`src/rtl/disp_pkg.sv`:
```
// Shared definitions for the display scan controller.
// Holds the digit count, nibble width, the digit index type, the one-hot
// digit-select encoding and helpers that pick or test nibbles of the
// 16-bit shadow value. Digit 1 (leftmost) is index 0 and occupies the
// shadow bits [15:12].
package disp_pkg;

  localparam int NUM_DIGITS = 4;
  localparam int NIBBLE_W   = 4;
  localparam int SHADOW_W   = NUM_DIGITS * NIBBLE_W;

  typedef logic [1:0]            digit_idx_t;
  typedef logic [NUM_DIGITS-1:0] dig_sel_t;
  typedef logic [NIBBLE_W-1:0]   nibble_t;
  typedef logic [SHADOW_W-1:0]   shadow_t;

  // One-hot select: index 0 (digit 1) drives the MSB of dig_sel.
  function automatic dig_sel_t onehot_sel(input digit_idx_t idx);
    dig_sel_t sel;
    case (idx)
      2'd0:    sel = 4'b1000;
      2'd1:    sel = 4'b0100;
      2'd2:    sel = 4'b0010;
      default: sel = 4'b0001;
    endcase
    return sel;
  endfunction

  function automatic nibble_t nibble_at(input shadow_t s, input digit_idx_t idx);
    nibble_t n;
    case (idx)
      2'd0:    n = s[15:12];
      2'd1:    n = s[11:8];
      2'd2:    n = s[7:4];
      default: n = s[3:0];
    endcase
    return n;
  endfunction

  // True when the digit at idx and every digit to its left are zero.
  // The rightmost digit is never reported as a leading zero.
  function automatic logic leading_zero(input shadow_t s, input digit_idx_t idx);
    logic lz;
    case (idx)
      2'd0:    lz = (s[15:12] == 4'h0);
      2'd1:    lz = (s[15:8]  == 8'h00);
      2'd2:    lz = (s[15:4]  == 12'h000);
      default: lz = 1'b0;
    endcase
    return lz;
  endfunction

endpackage

```
`src/rtl/disp_scan_ctrl_scan_tick.sv`:
```
// scan_tick: parameterised slot counter for the display scanner.
// Ports:
//   clk, rst      clock and asynchronous active-low reset
//   en_i          advance the counter; when low the counter is held
//   bright_i      brightness, captured only while the counter is 0
//   tc_o          counter is at terminal count (TICK_DIV-1)
//   on_nxt_o      the counter value about to be loaded lies inside the
//                 on-window, so the parent can register its digit select
//                 in step with the counter
import disp_pkg::*;

module scan_tick #(
  parameter int TICK_DIV = 2000
) (
  input  logic       clk,
  input  logic       rst,
  input  logic       en_i,
  input  logic [2:0] bright_i,
  output logic       tc_o,
  output logic       on_nxt_o
);

  localparam int CW    = $clog2(TICK_DIV);
  localparam int SLOT8 = TICK_DIV / 8;

  logic [CW-1:0] cnt_q, cnt_d;
  logic [2:0]    bright_q, bright_d;

  assign tc_o = (cnt_q == CW'(TICK_DIV - 1));

  // The brightness used for a slot is captured in the slot's first cycle;
  // the window test for the next count therefore sees the live input on
  // that one edge and the held copy afterwards. Count 0 is always inside
  // the window, so the stale copy used at the slot boundary is harmless.
  always_comb begin
    cnt_d    = cnt_q;
    bright_d = bright_q;
    if (en_i) begin
      cnt_d = tc_o ? '0 : cnt_q + CW'(1);
      if (cnt_q == '0) begin
        bright_d = bright_i;
      end
    end
  end

  assign on_nxt_o = (int'(cnt_d) < (int'(bright_d) + 1) * SLOT8);

  always_ff @(posedge clk or negedge rst) begin
    if (!rst) begin
      cnt_q    <= '0;
      bright_q <= '0;
    end else begin
      cnt_q    <= cnt_d;
      bright_q <= bright_d;
    end
  end

endmodule

```
`src/rtl/disp_scan_ctrl.sv`:
```
// disp_scan_ctrl: time-multiplexed 4-digit display scanner.
// Ports:
//   clk, rst   clock and asynchronous active-low reset
//   en         scan enable; when low the scan position is frozen and the
//              display is dark, and load requests are taken immediately
//   ld_req     load request, held until ld_ack
//   ld_data    four BCD nibbles, [15:12] is the leftmost digit
//   ld_ack     one-cycle acknowledge of a completed load
//   bright     brightness, on-fraction (bright+1)/8 of each slot
//   blank_lz   suppress leading zeros on digits 1..3
//   digit      nibble of the active digit
//   dig_sel    one-hot active-high digit enable, [3] is digit 1
//   frame      one-cycle pulse at each frame start
// Every output is a flop. Digit and select registers are loaded from the
// next-state index and shadow so they line up with the counter.
import disp_pkg::*;

module disp_scan_ctrl #(
  parameter int TICK_DIV = 2000
) (
  input  logic        clk,
  input  logic        rst,
  input  logic        en,
  input  logic        ld_req,
  input  logic [15:0] ld_data,
  output logic        ld_ack,
  input  logic [2:0]  bright,
  input  logic        blank_lz,
  output logic [3:0]  digit,
  output logic [3:0]  dig_sel,
  output logic        frame
);

  digit_idx_t idx_q, idx_d;
  shadow_t    shadow_q, shadow_d;
  nibble_t    digit_q, digit_d;
  dig_sel_t   dig_sel_q, dig_sel_d;
  logic       ld_ack_q, ld_ack_d;
  logic       frame_q, frame_d;

  logic tc, on_nxt;
  logic slot_end, boundary, load;

  scan_tick #(
    .TICK_DIV (TICK_DIV)
  ) u_scan_tick (
    .clk      (clk),
    .rst      (rst),
    .en_i     (en),
    .bright_i (bright),
    .tc_o     (tc),
    .on_nxt_o (on_nxt)
  );

  // A load is taken at a frame boundary, or at once while scanning is
  // stopped. The cycle carrying ld_ack ignores ld_req so a requester that
  // is still holding it is not acknowledged twice for one transfer.
  always_comb begin
    slot_end = en && tc;
    boundary = slot_end && (idx_q == 2'd3);
    load     = ld_req && !ld_ack_q && (boundary || !en);

    idx_d    = slot_end ? idx_q + 2'd1 : idx_q;
    shadow_d = load ? ld_data : shadow_q;
    ld_ack_d = load;
    frame_d  = boundary;

    digit_d   = nibble_at(shadow_d, idx_d);
    dig_sel_d = '0;
    if (en && on_nxt && !(blank_lz && leading_zero(shadow_d, idx_d))) begin
      dig_sel_d = onehot_sel(idx_d);
    end
  end

  always_ff @(posedge clk or negedge rst) begin
    if (!rst) begin
      idx_q     <= '0;
      shadow_q  <= '0;
      digit_q   <= '0;
      dig_sel_q <= '0;
      ld_ack_q  <= 1'b0;
      frame_q   <= 1'b0;
    end else begin
      idx_q     <= idx_d;
      shadow_q  <= shadow_d;
      digit_q   <= digit_d;
      dig_sel_q <= dig_sel_d;
      ld_ack_q  <= ld_ack_d;
      frame_q   <= frame_d;
    end
  end

  assign digit   = digit_q;
  assign dig_sel = dig_sel_q;
  assign ld_ack  = ld_ack_q;
  assign frame   = frame_q;

endmodule

```
`config.mk`:
```
export PLATFORM = sky130hd
export DESIGN_NAME = disp_scan_ctrl
export DESIGN_NICKNAME = d
export VERILOG_FILES = /design/src/rtl/disp_pkg.sv /design/src/rtl/disp_scan_ctrl_scan_tick.sv /design/src/rtl/disp_scan_ctrl.sv
export SDC_FILE = /design/constraint.sdc
export NUM_CORES = 1
export LEC_CHECK = 0
export ABC_AREA = 1
export BUFFER_PORTS_ARGS = -buffer_cell sky130_fd_sc_hd__buf_4
export CORE_MARGIN = 2
export CORE_UTILIZATION = 40
export CTS_CLUSTER_DIAMETER = 60
export DETAILED_ROUTE_END_ITERATION = 7
export PLACE_DENSITY = 0.65
export SETUP_SLACK_MARGIN = 0.02
export SKIP_CTS_REPAIR_TIMING = 1
export SYNTH_ARGS = -nofsm -noshare
export SYNTH_HDL_FRONTEND = slang
export SYNTH_SLANG_ARGS = --single-unit
```
`constraint.sdc`:
```
create_clock -name clk -period 13.79 [get_ports clk]
set_clock_uncertainty 0.05 [all_clocks]
set_input_delay 0.6895 -clock clk [delete_from_list [all_inputs] [get_ports clk]]
set_output_delay 0.6895 -clock clk [all_outputs]
set_load 0.02 [all_outputs]
```
== Yosys cells after proc, flatten, opt, wreduce, memory -nomap -nowiden ==
Cells that the tools add are included.

* Add/subtract/negate cells: 3
* Multiply operators: 1
* Magnitude comparators: 1
* Equality and inequality tests: 4
* Muxes and demuxes: 10
* Reduce and logical (&&, ||, !) cells: 16

{| class="wikitable"
|+ Operators with widths
! kind !! count
|-
| < comparator 12 x 32 -> 1 bit || 1
|-
| multiplier 32 x 8 -> 31 bit, second input constant || 1
|-
| one-hot mux 4 bit (3 select lines) || 2
|-
| two-way mux 11 bit || 2
|-
| two-way mux 16 bit || 1
|-
| zero test 12 bit || 1
|-
| adder 11 x 1 -> 11 bit, second input constant || 1
|-
| == test 11 bit, second input constant || 1
|-
| zero test 11 bit || 1
|-
| zero test 8 bit || 1
|-
| logical AND 1 bit || 7
|-
| two-way mux 3 bit || 2
|-
| adder 3 x 1 -> 4 bit, second input constant || 1
|-
| == test 2 bit, second input constant || 2
|-
| zero test 4 bit || 1
|-
| two-way mux 4 bit || 1
|-
| zero test 1 bit || 3
|-
| one-hot mux 1 bit (3 select lines) || 1
|-
| adder 2 x 1 -> 2 bit, second input constant || 1
|-
| == test 2 x 1 -> 1 bit, second input constant || 1
|-
| zero test 2 bit || 1
|-
| two-way mux 2 bit || 1
|-
| logical OR 1 bit || 1
|}

* Register bits after elaboration: 42
* Output and inout bits: 10
* Logic and storage cells: 43

== Depth between registers and ports, before layout ==
* Depth after elaboration: 12
* Mapped depth: 31
* Gate-level depth less buffers: 31

== By module ==
A second synthesis with hierarchy kept.

* Cell total of the unflattened synthesis: 348
* Area, all modules: 2894.0 sq um

{| class="wikitable"
|+ By module, submodules not included
! module !! instances !! cells each !! area each (sq um)
|-
| scan_tick || 1 || 207 || 1650.3
|-
| disp_scan_ctrl || 1 || 141 || 1243.7
|}

== Worst setup path before layout ==
Ideal clock, no wire load.

* Path type: input port to flip-flop
* Start: input en
* End: register dig_sel_q[3] (netlist: dig_sel[3])
* Setup time: 71 ps
* Arrival: 4631 ps
* Setup slack: 9037 ps
* Stages on the path: 27
* Buffers on the path: 0
* Cells stage by stage: nand2_1 nor2_1 nand3_2 o21ai_4 ha_1 inv_1 xor2_4 inv_1 ha_1 ha_1 fa_1 ha_1 a21oi_1 nand2_1 xnor2_1 ha_1 nand2_1 nor2_1 a211oi_1 nand2_1 nand2_1 nand2_1 nand2_1 nand2_1 nand2_1 nand2_2 nor2_1

* Elaborated cells on any way between the ends: 25
* Those cells by class: 1 x add/sub; 1 x mul; 1 x order compare; 2 x eq/ne; 7 x mux; 13 x reduce/logical

{| class="wikitable"
|+ RTL lines
! what !! RTL line !! source
|-
| start, declared || disp_scan_ctrl.sv:23 || <nowiki>input logic en,</nowiki>
|-
| two-way mux 3 bit || disp_scan_ctrl_scan_tick.sv:38 || <nowiki>if (en_i) begin</nowiki>
|-
| named net u_scan_tick.bright_d[0] || disp_scan_ctrl_scan_tick.sv:27 || <nowiki>logic [2:0] bright_q, bright_d;</nowiki>
|-
| adder 3 x 1 -> 4 bit || disp_scan_ctrl_scan_tick.sv:46 || <nowiki>assign on_nxt_o = (int'(cnt_d) < (int'(bright_d) + 1) * SLOT8);</nowiki>
|-
| multiplier 32 x 8 -> 31 bit || disp_scan_ctrl_scan_tick.sv:46 ||
|-
| < comparator 12 x 32 -> 1 bit || disp_scan_ctrl_scan_tick.sv:46 ||
|-
| logical AND 1 bit (2 in series) || disp_scan_ctrl.sv:70 || <nowiki>if (en && on_nxt && !(blank_lz && leading_zero(shadow_d, idx_d))) begin</nowiki>
|-
| two-way mux 4 bit || disp_scan_ctrl.sv:70 ||
|-
| named net dig_sel_d[3] || disp_scan_ctrl.sv:37 || <nowiki>dig_sel_t dig_sel_q, dig_sel_d;</nowiki>
|-
| end signal, assigned || disp_scan_ctrl.sv:87 || <nowiki>dig_sel_q <= dig_sel_d;</nowiki>
|-
| end, declared || disp_scan_ctrl.sv:37 ||
|}

The timed path passes the listed nets, and every way through them passes these cells.

== Worst setup path after layout ==
* Start: register u_scan_tick.cnt_q[0]
* End: register dig_sel_q[0] (netlist: dig_sel[0])

* Elaborated cells on any way between the ends: 29
* Those cells by class: 2 x add/sub; 1 x mul; 1 x order compare; 3 x eq/ne; 9 x mux; 13 x reduce/logical

{| class="wikitable"
|+ RTL lines
! what !! RTL line !! source
|-
| start, declared || disp_scan_ctrl_scan_tick.sv:26 || <nowiki>logic [CW-1:0] cnt_q, cnt_d;</nowiki>
|-
| start signal, assigned || disp_scan_ctrl_scan_tick.sv:53 || <nowiki>cnt_q <= cnt_d;</nowiki>
|-
| zero test 11 bit || disp_scan_ctrl_scan_tick.sv:40 || <nowiki>if (cnt_q == '0) begin</nowiki>
|-
| two-way mux 3 bit || disp_scan_ctrl_scan_tick.sv:40 ||
|-
| two-way mux 3 bit || disp_scan_ctrl_scan_tick.sv:38 ||
|-
| named net u_scan_tick.bright_d[0] || disp_scan_ctrl_scan_tick.sv:27 ||
|-
| adder 3 x 1 -> 4 bit || disp_scan_ctrl_scan_tick.sv:46 ||
|-
| multiplier 32 x 8 -> 31 bit || disp_scan_ctrl_scan_tick.sv:46 ||
|-
| < comparator 12 x 32 -> 1 bit || disp_scan_ctrl_scan_tick.sv:46 ||
|-
| logical AND 1 bit (2 in series) || disp_scan_ctrl.sv:70 ||
|-
| two-way mux 4 bit || disp_scan_ctrl.sv:70 ||
|-
| named net dig_sel_d[0] || disp_scan_ctrl.sv:37 ||
|}

The timed path passes the listed nets, and every way through them passes these cells.

==> flow_summary_export.csv <==
group,metric,value,unit
status,outcome,"complete, no violations",
run,cap_violations,0,
clock_tree,cts_buffer_depth,2,
layout,layout_common_cells,"95 x nand2_1, 77 x inv_1, 42 x dfrtp_1, 40 x nor2_1, 33 x buf_4",
setup_path,crit_path_end_kind,"register",
worst_hold_path,hp-class,"input pin to async pin",
setup_path,startpoint,"u_scan_tick.cnt_q[0]$_DFFE_PN0P_",
setup_path,crit_type,"register to register",
power,leakagePower,1.80,nW
setup_path,critPathArrivalTime,5420,ps
routing,firstDrtPassIters,4,
floorplan,coreArea,6870,um2
setup_path,crit_slowest_cell,"fa_1",
floorplan,start_util,42.0,%
setup_path,cpMostUsedCell,"nand2_1",
floorplan,die_h,88.9,um
timing,hold_slack,315,ps
power,vdd_drop_max,42.0,uV
timing,finalHoldViolCount,0,
timing,setup_viol,0,
setup_path,ff2ff_setup_slack,8540,ps
clock_tree,clk_pin_slew,80,ps
floorplan,rows,30,
power,p_sw,0.147,mW
layout,diodes,0,
setup_path,worstPathRequired,13970,ps
clock_tree,root_buffer,"clkbuf_8",
routing,routed-via-count,2406,
global_routing,grt_pass1_vias,2315,
power,p_int,0.231,mW
timing,worst_pin_slew,535,ps
yosys,synth_nets,436,
power,p_seq_share,43.4,%
setup_path,critPathMaxStageDelay,470,ps
routing,wirelength,6.01,mm
routing,viasPerCell,4.67,
routing,final_antenna_net_count,0,
timing,rsz0062_at_grt,"no",
clock_tree,clkLatencyLatePin,300,ps
timing,period_minus_slack,5250,ps
layout,nets,473,
clock_tree,numCtsBuffers,5,
placement,port_buffers,33,
yosys,syn_area,2890,um2
clock_tree,cts_num_sinks,42,
setup_path,setup.worst_path.start_class,"register",
layout,drive_gt1_share,13.8,%
floorplan,die_area,7910,um2
clock_tree,cts_max_level,2,
timing,slew_headroom,64.3,%
layout,syn_to_final_growth,15.2,%
yosys,synth_cell_type_count,33,
global_routing,track_usage,16.0,%
setup_path,cp_max_fo,12,
power,combinationalPowerShare,35.0,%
placement,hpwlAfterDp,4.82,mm
setup_path,reg2reg_from,"u_scan_tick.cnt_q[0]$_DFFE_PN0P_",
placement,gp_congestion,0.866,
layout,layout_commonest_cell,"nand2_1",
yosys,syn_inst,381,
global_routing,grt_pass1_wl,9.93,mm
timing,final_max_slew_viol_count,0,
power,clock_power_share,21.6,%
routing,routedWlPerCell,11.7,um
clock_tree,cts_tree,"done",
routing,drc,0,
floorplan,die_w,88.9,um
yosys,ys.warnings.count,0,
global_routing,gr-total-overflow,0,
global_routing,grt_max_degree,43,
yosys,synth-seq-cells,42,
power,powerDensity,114,nW/um2
yosys,ys_seq_area_share,36.4,%
yosys,syn_avg_cell_area,7.57,um2
timing,timing.fmax,191,MHz
power,p_sw_share,38.9,%
global_routing,antenna_found_initial,0,
timing,timing.setup.tns,0,ps
floorplan,ios,34,
timing,finalCritPeriodShare,38.0,%
routing,first_iter_violations,171,
[flip-flops by register name, summed over array words and instances, names as in the netlist]
signal and cells:
idx_q 2, u_scan_tick.cnt_q 11, digit 4, frame 1, dig_sel 4, u_scan_tick.bright_q 3
ld_ack 1, shadow_q 16
[through the flow]
step                instances  setup slack (ps)  utilization, %  instance area, um2  total power [mW]
floorplan                 381              9040               -                2890             0.259
global placement          507              8620            47.0                3230             0.298
detailed placement        507              8450            47.0                3230             0.299
CTS                       515              8520            48.4                3320             0.381
global route              515              8030            48.4                3320             0.410
finish                    515              8540            48.4                3320             0.378
[kinds of logic (layout without fill, tap and decap cells)]
logic type / count (synthesis) / count (layout) / share of synthesized area [%]
XOR/XNOR: 8 / 8 / 3.34
buffers and inverters: 82 / 120 / 11.0
flip-flops: 42 / 42 / 36.4
AND/OR/NAND/NOR: 179 / 179 / 26.6
adder cells (fa/ha/maj): 31 / 31 / 14.5
AO/OA/AOI/OAI: 39 / 39 / 8.15
[worst max-delay path, delay by kind of cell, from the launching register on]
kind	cells	cell delay [ps]
AO/OA/AOI/OAI	3	720
XOR/XNOR	2	360
buffers and inverters	3	300
AND/OR/NAND/NOR	14	1170
flip-flops	1	390
adder cells (fa/ha/maj)	7	2170
[worst paths after layout]
check,end,depth (start not counted)
worst max-delay path,dig_sel[0]$_DFF_PN0_,29
worst max register to register,dig_sel[0]$_DFF_PN0_,29
max in group asynchronous,dig_sel[0]$_DFF_PN0_,1
worst min register to register,shadow_q[3]$_DFF_PN0_,2
worst min-delay path,u_scan_tick.cnt_q[3]$_DFF_PN0_,1
min in group clk,shadow_q[3]$_DFF_PN0_,2
[power groups by stage]
stage / sequential (mW) / clock (mW) / combinational, mW
final: 0.164 / 0.0816 / 0.132
after detailed placement: 0.166 / 0 / 0.132
after global routing: 0.167 / 0.0882 / 0.155
after floorplan: 0.167 / 0 / 0.0922
after global placement: 0.166 / 0 / 0.131
after CTS: 0.164 / 0.0836 / 0.134
[synth_stat cells (all sizes together)]
master	number	share of area (%)
a211oi	1	0.26
a21oi	12	2.1
and3	1	0.22
buf	3	0.74
clkinv	1	0.13
dfrtp	42	36
fa	4	2.8
ha	27	12
inv	78	10
nand2	100	13
nand3	26	5.2
nand4	3	0.87
nor2	41	5.4
nor3	7	1.2
o2111ai	3	0.91
o211ai	1	0.26
o21ai	19	3.9
o21bai	1	0.26
o22ai	2	0.43
or2	1	0.22
xnor2	3	1.2
xor2	5	2.2
[final cells by class]
| type | instances | area [um2] |
|---|---|---|
| clock inverter | 3 | 23.8 |
| tap | 96 | 120 |
| inverter | 79 | 297 |
| multi-input combinational | 257 | 1520 |
| fill | 682 | 3540 |
| clock buffer | 5 | 68.8 |
| sequential | 42 | 1050 |
| timing repair buffer | 33 | 248 |
[per-layer routing]
layer  part of all wire [%]  routed length, um  track usage (%)  up-vias
li1                       -                  -                -     1258
met1                     47               2830             20.4     1088
met2                     48               2860             27.7       50
met3                    3.5                210             2.59       10
met4                    2.0                118             5.70        0
met5                      0                  0                0        -
Power figures use the tool's default switching activity.
